`src/rtl/uart_rx_lvds_n_words_if.sv`:
```
// Signal bundle for the multi-word LVDS UART receiver: serial input plus
// decoded frame, per-word strobes and link-health outputs.
interface uart_rx_lvds_n_words_if #(
   parameter int DATA_W = 16,
   parameter int CH_NUM = 10
);
   localparam int IDX_W = $clog2(CH_NUM + 1);

   logic                       rx_lvds;
   logic [CH_NUM*DATA_W-1:0]   data_out;
   logic                       frame_valid;
   logic                       word_valid;
   logic [IDX_W-1:0]           word_idx;
   logic [15:0]                errors_count;
   logic                       bad_connection;

   modport master (
      input  rx_lvds,
      output data_out, frame_valid, word_valid, word_idx, errors_count, bad_connection
   );

   modport slave (
      output rx_lvds,
      input  data_out, frame_valid, word_valid, word_idx, errors_count, bad_connection
   );
endinterface

```
`src/rtl/uart_rx_lvds_n_words.sv`:
```
// Serial word receiver: decodes checked, indexed words from an async line and
// assembles CH_NUM of them into a committed frame, tracking link health.
module uart_rx_lvds_n_words #(
   parameter int DATA_W       = 16,
   parameter int CH_NUM       = 10,
   parameter int CLK_PER_BIT  = 4,
   parameter int BAD_THR      = 100,
   parameter int TIMEOUT_CLKS = 65535
) (
   input  logic clk,
   input  logic rst,
   uart_rx_lvds_n_words_if.master bus
);
   localparam int IDX_W     = $clog2(CH_NUM + 1);
   localparam int WORD_BITS = DATA_W + 16 + IDX_W + 1;
   localparam int TMR_W     = $clog2(CLK_PER_BIT);
   localparam int CNT_W     = $clog2(WORD_BITS + 1);
   localparam int CON_W     = $clog2(BAD_THR + 1);
   localparam int IDL_W     = $clog2(TIMEOUT_CLKS + 1);
   localparam int SH_W      = CH_NUM * DATA_W;

   localparam logic [IDX_W-1:0] LAST_IDX = IDX_W'(CH_NUM);
   localparam logic [TMR_W-1:0] HALF_BIT = TMR_W'(CLK_PER_BIT / 2 - 1);
   localparam logic [TMR_W-1:0] FULL_BIT = TMR_W'(CLK_PER_BIT - 1);
   localparam logic [CNT_W-1:0] LAST_SMP = CNT_W'(WORD_BITS);
   localparam logic [CON_W-1:0] CON_MAX  = CON_W'(BAD_THR);
   localparam logic [IDL_W-1:0] IDL_MAX  = IDL_W'(TIMEOUT_CLKS);

   typedef enum logic [1:0] {IDLE, START, SHIFT, CHECK} state_t;

   state_t              state_q, state_d;
   logic                rx_meta_q, rx_meta_d, rx_sync_q, rx_sync_d, rx_prev_q, rx_prev_d;
   logic [TMR_W-1:0]    timer_q, timer_d;
   logic [CNT_W-1:0]    cnt_q, cnt_d;
   logic [WORD_BITS:0]  sreg_q, sreg_d;
   logic [SH_W-1:0]     shadow_q, shadow_d, shadow_new;
   logic [CH_NUM-1:0]   mask_q, mask_d, mask_new;
   logic [SH_W-1:0]     data_out_q, data_out_d;
   logic                frame_valid_q, frame_valid_d, word_valid_q, word_valid_d;
   logic [IDX_W-1:0]    word_idx_q, word_idx_d;
   logic [15:0]         err_cnt_q, err_cnt_d;
   logic [CON_W-1:0]    consec_q, consec_d;
   logic [IDL_W-1:0]    idle_q, idle_d;
   logic                bad_q, bad_d;

   logic [DATA_W-1:0]   w_data;
   logic [15:0]         w_chk, exp_chk;
   logic [IDX_W-1:0]    w_idx;
   logic                w_par, w_stop, word_ok, good_word;
   logic [23:0]         prod;

   // Shift register holds data, check, index, parity, stop from LSB upwards.
   assign w_data = sreg_q[DATA_W-1:0];
   assign w_chk  = sreg_q[DATA_W +: 16];
   assign w_idx  = sreg_q[DATA_W+16 +: IDX_W];
   assign w_par  = sreg_q[WORD_BITS-1];
   assign w_stop = sreg_q[WORD_BITS];

   // Only the low 24 product bits reach the folded check value.
   assign prod    = 24'({w_idx, w_data}) * 24'd44111;
   assign exp_chk = prod[15:0] ^ prod[23:8];
   assign word_ok = (w_chk == exp_chk) && ((^{w_data, w_chk, w_idx}) == w_par) &&
                    w_stop && (w_idx != '0) && (w_idx <= LAST_IDX);
   assign good_word = (state_q == CHECK) && word_ok;

   always_comb begin
      shadow_new = shadow_q;
      mask_new   = mask_q;
      for (int unsigned k = 1; k <= CH_NUM; k++) begin
         if (w_idx == IDX_W'(k)) begin
            shadow_new[k*DATA_W-1 -: DATA_W] = w_data;
            mask_new[k-1] = 1'b1;
         end
      end
   end

   always_comb begin
      state_d       = state_q;
      rx_meta_d     = bus.rx_lvds;
      rx_sync_d     = rx_meta_q;
      rx_prev_d     = rx_sync_q;
      timer_d       = timer_q;
      cnt_d         = cnt_q;
      sreg_d        = sreg_q;
      shadow_d      = shadow_q;
      mask_d        = mask_q;
      data_out_d    = data_out_q;
      frame_valid_d = 1'b0;
      word_valid_d  = 1'b0;
      word_idx_d    = word_idx_q;
      err_cnt_d     = err_cnt_q;
      consec_d      = consec_q;
      idle_d        = (idle_q == IDL_MAX) ? idle_q : idle_q + 1'b1;

      case (state_q)
         IDLE: begin
            if (rx_prev_q && !rx_sync_q) begin
               state_d = START;
               timer_d = HALF_BIT;
            end
         end
         START: begin
            if (timer_q == '0) begin
               timer_d = FULL_BIT;
               cnt_d   = '0;
               state_d = rx_sync_q ? IDLE : SHIFT;
            end else begin
               timer_d = timer_q - 1'b1;
            end
         end
         SHIFT: begin
            if (timer_q == '0) begin
               sreg_d  = {rx_sync_q, sreg_q[WORD_BITS:1]};
               timer_d = FULL_BIT;
               if (cnt_q == LAST_SMP) state_d = CHECK;
               else                   cnt_d   = cnt_q + 1'b1;
            end else begin
               timer_d = timer_q - 1'b1;
            end
         end
         CHECK: begin
            state_d = IDLE;
            if (word_ok) begin
               shadow_d     = shadow_new;
               mask_d       = mask_new;
               word_valid_d = 1'b1;
               word_idx_d   = w_idx;
               consec_d     = '0;
               idle_d       = '0;
               if (w_idx == LAST_IDX) begin
                  mask_d = '0;
                  if (&mask_new) begin
                     data_out_d    = shadow_new;
                     frame_valid_d = 1'b1;
                  end
               end
            end else begin
               err_cnt_d = (err_cnt_q == 16'hFFFF) ? err_cnt_q : err_cnt_q + 1'b1;
               consec_d  = (consec_q == CON_MAX) ? consec_q : consec_q + 1'b1;
            end
         end
         default: state_d = IDLE;
      endcase

      if (good_word) bad_d = 1'b0;
      else           bad_d = bad_q | (consec_d == CON_MAX) | (idle_d == IDL_MAX);
   end

   always_ff @(posedge clk or posedge rst) begin
      if (rst) begin
         state_q       <= IDLE;
         rx_meta_q     <= 1'b1;
         rx_sync_q     <= 1'b1;
         rx_prev_q     <= 1'b1;
         timer_q       <= '0;
         cnt_q         <= '0;
         sreg_q        <= '0;
         shadow_q      <= '0;
         mask_q        <= '0;
         data_out_q    <= '0;
         frame_valid_q <= 1'b0;
         word_valid_q  <= 1'b0;
         word_idx_q    <= '0;
         err_cnt_q     <= '0;
         consec_q      <= '0;
         idle_q        <= '0;
         bad_q         <= 1'b0;
      end else begin
         state_q       <= state_d;
         rx_meta_q     <= rx_meta_d;
         rx_sync_q     <= rx_sync_d;
         rx_prev_q     <= rx_prev_d;
         timer_q       <= timer_d;
         cnt_q         <= cnt_d;
         sreg_q        <= sreg_d;
         shadow_q      <= shadow_d;
         mask_q        <= mask_d;
         data_out_q    <= data_out_d;
         frame_valid_q <= frame_valid_d;
         word_valid_q  <= word_valid_d;
         word_idx_q    <= word_idx_d;
         err_cnt_q     <= err_cnt_d;
         consec_q      <= consec_d;
         idle_q        <= idle_d;
         bad_q         <= bad_d;
      end
   end

   assign bus.data_out       = data_out_q;
   assign bus.frame_valid    = frame_valid_q;
   assign bus.word_valid     = word_valid_q;
   assign bus.word_idx       = word_idx_q;
   assign bus.errors_count   = err_cnt_q;
   assign bus.bad_connection = bad_q;
endmodule

```
`src/flat_wrapper.sv`:
```
// flat-port wrapper written by rule: the top's interface ports become plain ports
module uart_rx_lvds_n_words_flat 
#(
   parameter int DATA_W       = 16,
   parameter int CH_NUM       = 10,
   parameter int CLK_PER_BIT  = 4,
   parameter int BAD_THR      = 100,
   parameter int TIMEOUT_CLKS = 65535
)
  (clk, rst, bus_rx_lvds, bus_data_out, bus_frame_valid, bus_word_valid, bus_word_idx, bus_errors_count, bus_bad_connection);
  uart_rx_lvds_n_words_if #(.DATA_W(DATA_W), .CH_NUM(CH_NUM)) bus_i ();
  input  logic clk;
  input  logic rst;
  input wire logic [$bits(bus_i.rx_lvds)-1:0] bus_rx_lvds;
  output wire logic [$bits(bus_i.data_out)-1:0] bus_data_out;
  output wire logic [$bits(bus_i.frame_valid)-1:0] bus_frame_valid;
  output wire logic [$bits(bus_i.word_valid)-1:0] bus_word_valid;
  output wire logic [$bits(bus_i.word_idx)-1:0] bus_word_idx;
  output wire logic [$bits(bus_i.errors_count)-1:0] bus_errors_count;
  output wire logic [$bits(bus_i.bad_connection)-1:0] bus_bad_connection;
  assign bus_i.rx_lvds = bus_rx_lvds;
  assign bus_data_out = bus_i.data_out;
  assign bus_frame_valid = bus_i.frame_valid;
  assign bus_word_valid = bus_i.word_valid;
  assign bus_word_idx = bus_i.word_idx;
  assign bus_errors_count = bus_i.errors_count;
  assign bus_bad_connection = bus_i.bad_connection;
  uart_rx_lvds_n_words #(.DATA_W(DATA_W), .CH_NUM(CH_NUM), .CLK_PER_BIT(CLK_PER_BIT), .BAD_THR(BAD_THR), .TIMEOUT_CLKS(TIMEOUT_CLKS)) u_core (.clk(clk), .rst(rst), .bus(bus_i));
endmodule
```
`config.mk`:
```
export PLATFORM = sky130hd
export DESIGN_NAME = uart_rx_lvds_n_words_flat
export DESIGN_NICKNAME = d
export VERILOG_FILES = /design/src/rtl/uart_rx_lvds_n_words_if.sv /design/src/rtl/uart_rx_lvds_n_words.sv /design/src/flat_wrapper.sv
export SDC_FILE = /design/constraint.sdc
export NUM_CORES = 1
export LEC_CHECK = 0
export CAP_MARGIN = 10
export CORE_MARGIN = 3
export CORE_UTILIZATION = 56
export CTS_BUF_LIST = sky130_fd_sc_hd__clkbuf_2
export DETAILED_ROUTE_END_ITERATION = 8
export PLACE_DENSITY = 0.76
export SKIP_CTS_REPAIR_TIMING = 1
export SLEW_MARGIN = 20
export SYNTH_ARGS = -nofsm -noshare
export SYNTH_HDL_FRONTEND = slang
export SYNTH_SLANG_ARGS = --single-unit
```
`constraint.sdc`:
```
create_clock -name clk -period 39.7 [get_ports clk]
set_input_delay 5.955 -clock clk [delete_from_list [all_inputs] [get_ports clk]]
set_output_delay 5.955 -clock clk [all_outputs]
set_load 0.03 [all_outputs]
```
==> impl_metrics.toml <==
[outcome]
status = "completed"

[timing]
fmax_mhz = 116
hold_slack_ns = 0.365
final_max_slew_viol_count = 0
fin_crit_ns = 8.59
slew_headroom_pct = 22.0
fin_skew_ns = 0.103
min_period_over_period_pct = 21.6
fin_tns_setup_ns = 0
setup_viol = 0
rsz0062_at_grt = "false"
finalHoldViolCount = 0
tightest_slew_ns = 1.17

[synth]
synth_area_leaders = "dfrtp_1 44%, mux2_2 8.6%, fa_1 7.7%"
synth_largest_area_cell = "dfrtp_1"
syn_area_um2 = 23000
ys_warn_count = 0
synth_edf_count = 0
ys.flop_type = "dfrtp_1"
avgSynthCellArea_um2 = 11.2
netlist_instances = 2049
ys_seq_elements = 410
async_flop_share_pct = 100
synth.top_cell.area_share_pct = 44.3
yosysUniqueCellTypes = 70
yosysSeqAreaShare_pct = 44.7
synth_fp_nets = 2261

[setup_path]
slowest_stage = "buf_4"
worstPathArrival_ns = 9.64
critical_path_class = "in -> async"
worstPathRequired_ns = 40.75
crit_chain = "clkdlybuf4s50_1 -> inv_8 -> buf_4 -> buf_4 -> buf_4"
end_kind = "asynchronous set/reset pin"
crit_path_max_fanout = 128
worst_setup_path_start_kind = "input pin"
slowest_delay_ns = 0.88
cpMostUsedCell = "buf_4"

[final_layout]
final_cell_mix = "406 x dfrtp_1, 220 x nand2_1, 185 x clkdlybuf4s50_1"
final_layout_size_suffix_gt1_share_pct = 17.0
final_common_cell = "dfrtp_1"
n_fill_cell = 3136
final_nets = 2459
area_growth_pct = 13.5

[cts]
cts_tree = "yes"
cts.sinks = 410
clk_root_buffer_cell = "clkbuf_2"
cts_max_level = 3
clk_pin_slew_ns = 0.10
clockBufferDepth = 3
cts_buffers = 100
worstSkewPairLatency_ns = 1.10

[grt]
grt_usage_pct = 25.6
grt_pass1_wl_um = 89500
grt_overflow = 0
grt_pass1_vias = 16900
grt_max_degree = 224
antenna_found_initial = 1

[place]
place_hpwl_um = 37000
place_congestion = 0.866
port-buffer-count = 185

[routing]
via_count = 16000
drtIter0Drc = 1076
wl_per_cell_um = 19.3
vias_per_cell = 5.62
routed_wl_um = 54900
drcViolationCount = 0
dr.pass1.iters = 5
drt.antenna.violating_nets = 0

[pwr]
intPower_w = 0.000584
p_sw_share_pct = 30.6
p_per_area_nw_per_um2 = 32.2
power.leakage_nw = 12.3
p_sw_w = 0.000257
seqPwrFrac_pct = 52.4
p_comb_share_pct = 13.8
ir_drop_mv = 0.0193
power_frac_clock_pct = 33.8

[floorplan]
rows = 73
dieArea_um2 = 43500
core_um2 = 40100
die_w_um = 209
io_pins = 186
start_util_pct = 57.3
die_h_um = 209

[worst_hold_path]
hp-class = "reg -> reg"

[job]
drv_cap = 0
==> power by group through the flow <==
stage,Sequential (W),Combinational [W],Clock (W)
global route,0.000443,0.000130,0.000314
CTS,0.000441,0.000116,0.000294
floorplan,0.000448,0.0000865,0
detailed placement,0.000449,0.000116,0
global placement,0.000448,0.000112,0
finish,0.000441,0.000116,0.000284
==> final cells by class <==
class	count	area, um2	area share (%)
antenna	2	5.00	0.0192
clock buffer	146	731	2.80
clock inverter	27	176	0.676
inverter	171	649	2.49
multi-input combinational	1348	11500	44.1
sequential	410	10300	39.3
tap	525	657	2.52
timing repair buffer	216	2100	8.04
==> path summary, 6_finish.rpt <==
path / start / endpoint / slack [ns] / cells after the start
max in group clk: u_core.sreg_q[4]$_DFFE_PP0P_ / u_core.bus.data_out[83]$_DFFE_PP0P_ / 31.16 / 21
min in group asynchronous: rst / u_core.sreg_q[8]$_DFFE_PP0P_ / 5.38 / 2
worst min-delay path: u_core.rx_meta_q$_DFF_PP1_ / u_core.rx_prev_d$_DFF_PP1_ / 0.37 / 0
worst max register to register: u_core.sreg_q[4]$_DFFE_PP0P_ / u_core.bus.data_out[83]$_DFFE_PP0P_ / 31.16 / 21
worst min register to register: u_core.rx_meta_q$_DFF_PP1_ / u_core.rx_prev_d$_DFF_PP1_ / 0.37 / 0
worst max-delay path: rst / u_core.shadow_q[83]$_DFFE_PP0N_ / 31.11 / 5
==> cell usage after synthesis (13+ instances only) <==
library cell,count
fa_1,88
xnor2_1,79
mux2_2,176
ha_1,121
xor2_1,22
and2_1,13
and3_1,20
o21ai_0,114
a21oi_1,38
o21ai_1,82
nand2_1,220
mux2i_1,146
dfrtp_1,407
nand4_1,13
inv_1,171
clkbuf_1,91
buf_6,14
nor3_1,14
nor2_1,46
nand3_1,37
==> layer usage <==
| metal | GRT usage [%] | wire length (um) | vias to the layer above |
|---|---|---|---|
| met4 | 8.52 | 1370 | 0 |
| met5 | 0 | 0 | - |
| li1 | - | - | 7376 |
| met2 | 42.3 | 26500 | 426 |
| met1 | 34.3 | 23900 | 8077 |
| met3 | 4.83 | 3120 | 103 |
==> state kept, by name (all words and copies together) (netlist names), named ones only <==
signal and cells:
u_core.consec_q 7, u_core.bus.errors_count 16, u_core.rx_meta_q 1, u_core.mask_q 9
u_core.rx_prev_q 1, u_core.bus.word_idx 4, u_core.bus.word_valid 1, u_core.cnt_q 6
u_core.shadow_q 144, u_core.bus.frame_valid 1, u_core.sreg_q 38, u_core.state_q 1
u_core.bus.data_out 160, u_core.timer_q 2, u_core.rx_prev_d 1, u_core.bus.bad_connection 1
u_core.idle_q 16
==> metrics by stage <==
stage	utilization, %	cells	setup slack (ns)	power [W]	instance area (um2)
6_report	65.1	2845	31.11	0.000841	26100
4_1_cts	65.1	2843	30.98	0.000851	26100
3_5_place_dp	62.8	2670	29.81	0.000565	25200
5_1_grt	65.1	2844	30.56	0.000888	26100
2_1_floorplan	-	2049	22.34	0.000535	23000
3_3_place_gp	62.8	2670	29.87	0.000560	25200
==> cell families (layout without fill, tap and decap cells) <==
kind of cell	count (synthesis)	count (layout)	synth area share, %
and+or+nand+nor	402	402	8.42
DFF	410	410	44.7
muxes	330	330	15.5
buffers and inverters	291	560	5.27
xor gates and xnor gates	107	107	4.44
other	0	2	0
adders and majority gates	209	209	14.3
AOI/OAI and AO/OA	300	300	7.47
==> critical path: cells and delay by family <==
family | cells | cell delay [ns]
buffers and inverters | 5 | 3.54
No activity file was read; power rests on OpenSTA's default activity.
